`config.mk`:
```
export PLATFORM = sky130hd
export DESIGN_NAME = logic2_sweep_ctrl
export DESIGN_NICKNAME = d
export VERILOG_FILES = /design/src/rtl/logic2_sweep_ctrl_pkg.sv /design/src/rtl/logic2_settle_timer.sv /design/src/rtl/logic2_sweep_ctrl.sv
export SDC_FILE = /design/constraint.sdc
export NUM_CORES = 1
export LEC_CHECK = 0
export CORE_ASPECT_RATIO = 1.2
export CORE_MARGIN = 2
export CORE_UTILIZATION = 45
export DETAILED_ROUTE_END_ITERATION = 8
export PLACE_DENSITY = 0.73
export SETUP_SLACK_MARGIN = 0.15
export SYNTH_ARGS = -nofsm -noshare
export SYNTH_HDL_FRONTEND = slang
export SYNTH_SLANG_ARGS = --single-unit
```
`constraint.sdc`:
```
create_clock -name clk -period 4.33 [get_ports clk]
set_input_delay 0.6495 -clock clk [delete_from_list [all_inputs] [get_ports clk]]
set_output_delay 0.6495 -clock clk [all_outputs]
set_load 0.05 [all_outputs]
```
`src/rtl/logic2_sweep_ctrl_pkg.sv`:
```
// Shared types and defaults for the logic2 gate sweep controller.
package logic2_sweep_ctrl_pkg;

  localparam int unsigned N_IN_DEFAULT          = 3;
  localparam int unsigned SETTLE_CYCLES_DEFAULT = 2;

  // Sweep sequencer states
  typedef enum logic [1:0] {
    ST_IDLE   = 2'd0,
    ST_SETTLE = 2'd1,
    ST_SAMPLE = 2'd2,
    ST_DONE   = 2'd3
  } state_t;

  // Settle timer width; at least one bit so SETTLE_CYCLES=1 still builds
  function automatic int unsigned timer_width(input int unsigned settle_cycles);
    return (settle_cycles > 1) ? $clog2(settle_cycles) : 1;
  endfunction

endpackage

```
`src/rtl/logic2_settle_timer.sv`:
```
// Loadable down-counter that measures the input settle window.
module logic2_settle_timer #(
  parameter int unsigned W = 1
) (
  input  logic         clk,
  input  logic         rst,
  input  logic         load,
  input  logic         dec,
  input  logic [W-1:0] load_val,
  output logic         zero_c
);

  logic [W-1:0] count;

  // Load wins over decrement; counter parks at zero
  always_ff @(posedge clk or posedge rst) begin
    if (rst) begin
      count <= '0;
    end else if (load) begin
      count <= load_val;
    end else if (dec && (count != '0)) begin
      count <= W'(count - 1'b1);
    end
  end

  assign zero_c = (count == '0);

endmodule

```
`src/rtl/logic2_sweep_ctrl.sv`:
```
// Drives every input combination onto the logic2 gate, samples its output
// after a settle window and checks the measured truth table.
module logic2_sweep_ctrl
  import logic2_sweep_ctrl_pkg::*;
#(
  parameter int unsigned N_IN          = N_IN_DEFAULT,
  parameter int unsigned SETTLE_CYCLES = SETTLE_CYCLES_DEFAULT
) (
  input  logic                  clk,
  input  logic                  rst,
  input  logic                  start,
  input  logic                  abort,
  input  logic [(2**N_IN)-1:0]  exp_tbl,
  output logic [N_IN-1:0]       dut_in,
  input  logic                  dut_out,
  output logic                  busy,
  output logic                  done,
  output logic                  pass,
  output logic [(2**N_IN)-1:0]  result,
  output logic [N_IN:0]         err_cnt,
  output logic [N_IN-1:0]       fail_idx
);

  localparam int unsigned TBL_W = 2**N_IN;
  localparam int unsigned CNT_W = N_IN + 1;
  localparam int unsigned TW    = timer_width(SETTLE_CYCLES);

  state_t          state, state_d;
  logic [N_IN-1:0] idx;
  logic            timer_load_c, timer_dec_c, timer_zero_c;
  logic            mismatch_c, last_c;

  logic2_settle_timer #(.W(TW)) u_timer (
    .clk      (clk),
    .rst      (rst),
    .load     (timer_load_c),
    .dec      (timer_dec_c),
    .load_val (TW'(SETTLE_CYCLES - 1)),
    .zero_c   (timer_zero_c)
  );

  // X/Z on the gate output must count as a mismatch, hence the case inequality
  assign mismatch_c = (dut_out !== exp_tbl[idx]);
  assign last_c     = (idx == N_IN'(TBL_W - 1));

  // Next-state and timer control
  always_comb begin
    state_d      = state;
    timer_load_c = 1'b0;
    timer_dec_c  = 1'b0;
    case (state)
      ST_IDLE: begin
        if (start && !abort) begin
          state_d      = ST_SETTLE;
          timer_load_c = 1'b1;
        end
      end
      ST_SETTLE: begin
        if (abort) begin
          state_d = ST_IDLE;
        end else if (timer_zero_c) begin
          state_d = ST_SAMPLE;
        end else begin
          timer_dec_c = 1'b1;
        end
      end
      ST_SAMPLE: begin
        if (abort) begin
          state_d = ST_IDLE;
        end else if (last_c) begin
          state_d = ST_DONE;
        end else begin
          state_d      = ST_SETTLE;
          timer_load_c = 1'b1;
        end
      end
      ST_DONE: state_d = ST_IDLE;
      default: state_d = ST_IDLE;
    endcase
  end

  // State register plus status flags decoded from the next state
  always_ff @(posedge clk or posedge rst) begin
    if (rst) begin
      state <= ST_IDLE;
      busy  <= 1'b0;
      done  <= 1'b0;
    end else begin
      state <= state_d;
      busy  <= (state_d == ST_SETTLE) || (state_d == ST_SAMPLE);
      done  <= (state_d == ST_DONE);
    end
  end

  // Sweep datapath: index, gate drive and measurement results
  always_ff @(posedge clk or posedge rst) begin
    if (rst) begin
      idx      <= '0;
      dut_in   <= '0;
      result   <= '0;
      err_cnt  <= '0;
      fail_idx <= '0;
      pass     <= 1'b0;
    end else begin
      case (state)
        ST_IDLE: begin
          if (start && !abort) begin
            idx      <= '0;
            dut_in   <= '0;
            result   <= '0;
            err_cnt  <= '0;
            fail_idx <= '0;
            pass     <= 1'b0;
          end
        end
        ST_SETTLE: begin
          if (abort) begin
            idx    <= '0;
            dut_in <= '0;
            pass   <= 1'b0;
          end
        end
        ST_SAMPLE: begin
          if (abort) begin
            idx    <= '0;
            dut_in <= '0;
            pass   <= 1'b0;
          end else begin
            result[idx] <= dut_out;
            if (mismatch_c) begin
              err_cnt <= CNT_W'(err_cnt + 1'b1);
              if (err_cnt == '0) begin
                fail_idx <= idx;
              end
            end
            if (last_c) begin
              pass <= !mismatch_c && (err_cnt == '0);
            end else begin
              idx    <= N_IN'(idx + 1'b1);
              dut_in <= N_IN'(idx + 1'b1);
            end
          end
        end
        default: ;
      endcase
    end
  end

endmodule
```
## Yosys cells after proc, flatten, opt, wreduce, memory -nomap -nowiden

Index checks and enable logic that the tools add are counted.

| storage, ports and cells | value |
|---|---|
| register bits | 24 |
| bits in latches | 0 |
| output and inout bits | 21 |
| ROM bits | 0 |
| RAM bits | 0 |
| word-level logic and storage cells | 87 |
| memories | 0 |
| input bits | 13 |

| operators by class | value |
|---|---|
| bitwise gates (word level) | 0 |
| div/mod/pow operators | 0 |
| multiplexer cells | 41 |
| equality and inequality tests | 15 |
| $lt $le $gt $ge | 2 |
| $mul | 0 |
| shift-type cells | 0 |
| reductions and logical operators | 17 |
| add/subtract/negate cells | 3 |

Operators by type and width:

| kind | count |
|---|---|
| 3-bit two-way mux | 7 |
| 8-bit two-way mux | 2 |
| 8-bit one-hot mux with 2 select lines | 1 |
| 1-bit two-way mux | 14 |
| 4-bit two-way mux | 3 |
| 4-bit AND reduction | 3 |
| 2-bit two-way mux | 5 |
| 2-bit inequality test (second input constant) | 5 |
| 3-bit one-hot mux with 3 select lines | 1 |
| 8-bit bitwise mux | 1 |
| 2-bit == test (second input constant) | 4 |
| 2-bit one-hot mux with 4 select lines | 1 |
| 4-bit one-hot mux with 2 select lines | 1 |
| 3-bit inequality test (second input constant) | 2 |
| 3-bit one-hot mux with 2 select lines | 1 |
| 5-bit AND reduction | 1 |
| 4-bit by 1-bit adder with 4-bit output (second input constant) | 1 |
| 2-bit by 1-bit == test with 1-bit output (second input constant) | 2 |
| 1-bit logical AND | 4 |
| 4-bit zero test | 1 |
| 3-bit by 4-bit less-than comparator with 1-bit output (second input constant) | 1 |
| 2-bit nonzero test | 2 |
| 3-bit by 1-bit adder with 3-bit output (second input constant) | 1 |
| 1-bit binary-select mux with 3-bit select | 1 |
| other kinds (12) | 13 |

## Longest topological paths before layout

| depth | value |
|---|---|
| depth after elaboration | 8 |
| mapped depth | 6 |

## Hierarchy

From an unflattened synthesis, not the netlist that was laid out.

| unflattened totals | value |
|---|---|
| cells, all modules | 154 |
| area, all modules | 1480.2 um^2 |

Modules (own cells, without submodules):

| module | area an instance (um^2) | seq. area each (um^2) | times used | cells each |
|---|---|---|---|---|
| logic2_sweep_ctrl | 1431.4 | 575.6 | 1 | 149 |
| logic2_settle_timer | 48.8 | 25.0 | 1 | 5 |

## Worst setup path before layout

No wires, ideal clock.

| path | value |
|---|---|
| path kind | flip-flop to flip-flop |
| start | register idx[0] |
| end | register err_cnt[3] |
| slack | 2067 ps |
| arrival time | 2158 ps |
| buffers on the path | 0 |
| data required time | 4226 ps |
| stages on the path, launching flop included | 6 |
| path through | dfrtp_1 mux4_1 mux2i_4 xnor2_2 nand2_1 o311ai_1 |

| on the way | value |
|---|---|
| longest elaborated chain between the ends | 5 |

Ends and longest elaborated chain:

| what | line | RTL |
|---|---|---|
| start, declared | logic2_sweep_ctrl.sv:29 | `logic [N_IN-1:0] idx;` |
| start signal, assigned | logic2_sweep_ctrl.sv:139 | `idx <= N_IN'(idx + 1'b1);` |
| 1-bit binary-select mux with 3-bit select | logic2_sweep_ctrl.sv:43 | `assign mismatch_c = (dut_out !== exp_tbl[idx]);` |
| 1-bit two-way mux (implied by the code) | logic2_sweep_ctrl.sv:43 |  |
| 1-bit !== test | logic2_sweep_ctrl.sv:43 |  |
| 2-bit inequality test (no source line) | -- |  |
| 4-bit AND reduction (no source line) | -- |  |
| end signal, assigned | logic2_sweep_ctrl.sv:131 | `err_cnt <= CNT_W'(err_cnt + 1'b1);` |
| end, declared | logic2_sweep_ctrl.sv:20 | `output logic [N_IN:0] err_cnt,` |

No other way between the ends. The select of a mux whose other input is x is not followed.
A chain may end at the register's enable or synchronous reset.

==> reports/metrics.csv <==
metric;value;unit
seq_area_frac_synth;0.4567;
dieArea;3372;um2
avgSynthCellArea;9.529;um2
crit_path_end_kind;output port;
path_class;reg2out;
wl_per_cell;15.51;um
timing.final.hold_violations;0;
area_growth;29.31;%
crit_fanout;15;
fin_cells;203;
tns;0;ps
fin_util;0.6105;
dieHeight;63.22;um
cts.sinks;24;
ys.warnings.count;0;
final_nets;188;
ir_worst_vdd;278.1;uV
fp.coreArea;2785;um2
power;0.5101;mW
final_common_cell;clkdlybuf4s50_1;
cts_tree;built;
path_cells;clkdlybuf4s50_1;
multi_input_area;668.1;um2
rsz0062_at_grt;no;
io_pins;34;
required;3680;ps
drt_wl_total;3149;um
start_kind;flop;
final-seq-area;600.6;um2
clockBufferDepth;2;
place_inst;199;
dr.pass1.iters;4;
grt_max_degree;25;
p_per_area;300.0;nW/um2
synth_edf_count;0;
final_cell_mix;clkdlybuf4s50_1 (33), dfrtp_1 (24), o21ai_0 (18);
min_period;2569;ps
clk_latency;310;ps
cts_made_buffers;3;
dp_hpwl;2397;um
setup_viol;0;
skew;3.918;ps
slew_headroom;0.3743;
power_leakage;0.7234;nW
ys_types;36;
dr_total_vias;1203;
antenna_found_initial;0;
ys.flop_type;dfrtp_1;
cts_setup_buffers;0;
cts_resized;0;
path_clk_slew;140;ps
critical_path_arrival;1920;ps
synth.largest_area_cell;dfrtp_1;
finalWeightedCongestion;0.7974;
syn_area;1315;um2
antenna_left;0;
drv_slew;0;
ys_top_cells_by_area;dfrtp_1 (46%), o21ai_0 (6.9%), ha_1 (4.8%), nand2_1 (4.3%), nor2_1 (3.7%);
grt_pass1_vias;1179;
diodes;0;
slowest_delay;910;ps
drv_cap;0;
syn_inst;138;
row_count;21;
grt_pass1_wl;5230;um
status;complete, no violations;
io_buffers;33;
critical-path-top-delay-family;buffers and inverters;
grt_remaining_overflow;0;
cts.root.buffer_cell;clkbuf_4;
die_width;53.35;um
grtUsageTotal;0.2065;
ys_ff_latch;24;
syn_nets;156;
hold_path.class;reg2reg;
vias_per_cell;5.926;
synth_top_area_frac;0.4567;
fmax;389.2;MHz
cpMaxStageDelayCell;clkdlybuf4s50_1;
cts_max_level;1;
start_util;0.4721;
worst_slew_pin_slew;928.8;ps
crit_buf_inv;1;
drive_gt1_frac;0.05325;
fill_cells;254;
timing.final.crit_share;0.5933;
synthArstFlopShare;1.000;
drcViolationCount;0;
postCtsHoldBufs;0;
first_iter_violations;25;
layout make-up:
cell class                 count  area share
multi-input combinational    102      0.3929
sequential                    24      0.3532
timing repair buffer          33      0.1943
tap                           34     0.02502
clock buffer                   4     0.02134
inverter                       6     0.01325
registers in the layout, summed over array words and instances (netlist names):
name,cells
idx,3
busy,1
pass,1
fail_idx,3
u_timer.count,1
result,8
done,1
state,2
err_cnt,4
worst paths after layout:
check	to	cells past startpoint	slack (ps)	startpoint
max	dut_in[2]	1	1760	idx[2]
min	result[6]	1	520	result[6]
max reg2reg	err_cnt[3]	5	1910	idx[0]
min reg2reg	result[6]	1	520	result[6]
max in group asynchronous	pass	2	2960	rst
min in group asynchronous	idx[2]	2	820	rst
report_power, final:
part	switching [mW]	internal [mW]	leakage, nW
registers	0.0176	0.236	0.330
logic	0.0851	0.0499	0.373
clock network	0.0697	0.0513	0.0210
stage by stage:
| step | setup WS (ps) | cell area, um2 | hold WS, ps |
|---|---|---|---|
| after floorplan | 2068 | 1315 | 534.2 |
| after global placement | 1708 | 1664 | 478.5 |
| after detailed placement | 1617 | 1664 | 490.3 |
| after CTS | 1755 | 1700 | 521.3 |
| after global routing | 1664 | 1700 | 548.1 |
| final | 1761 | 1700 | 517.5 |
synth_stat cells, types with 2 or more instances:
cell and number:
a21oi_1 7, a22o_1 5, clkbuf_1 5, dfrtp_1 24, ha_1 5, inv_1 6, nand2_1 15, nand2b_1 2
nand3_1 4, nand4_1 4, nor2_1 13, nor2b_1 2, nor3_1 4, o21ai_0 18, o22ai_1 3
layer usage:
| layer | share of wire | GRT usage |
|---|---|---|
| met3 | 0.041 | 0.03318 |
| met5 | 0 | 0 |
| met4 | 0.011 | 0.07692 |
| met2 | 0.55 | 0.3580 |
| met1 | 0.40 | 0.2473 |
kinds of logic (layout without fill, tap and decap cells):
logic type	after synthesis	after routing	share of synthesized area
flip-flops	24	24	0.4567
buffers and inverters	12	43	0.03520
adder cells (fa/ha/maj)	5	5	0.04757
XOR/XNOR	1	1	0.01237
AO/OA/AOI/OAI	43	43	0.2065
multiplexers	5	5	0.07041
AND/OR/NAND/NOR	48	48	0.1713
(Power assumes the default switching activity.)
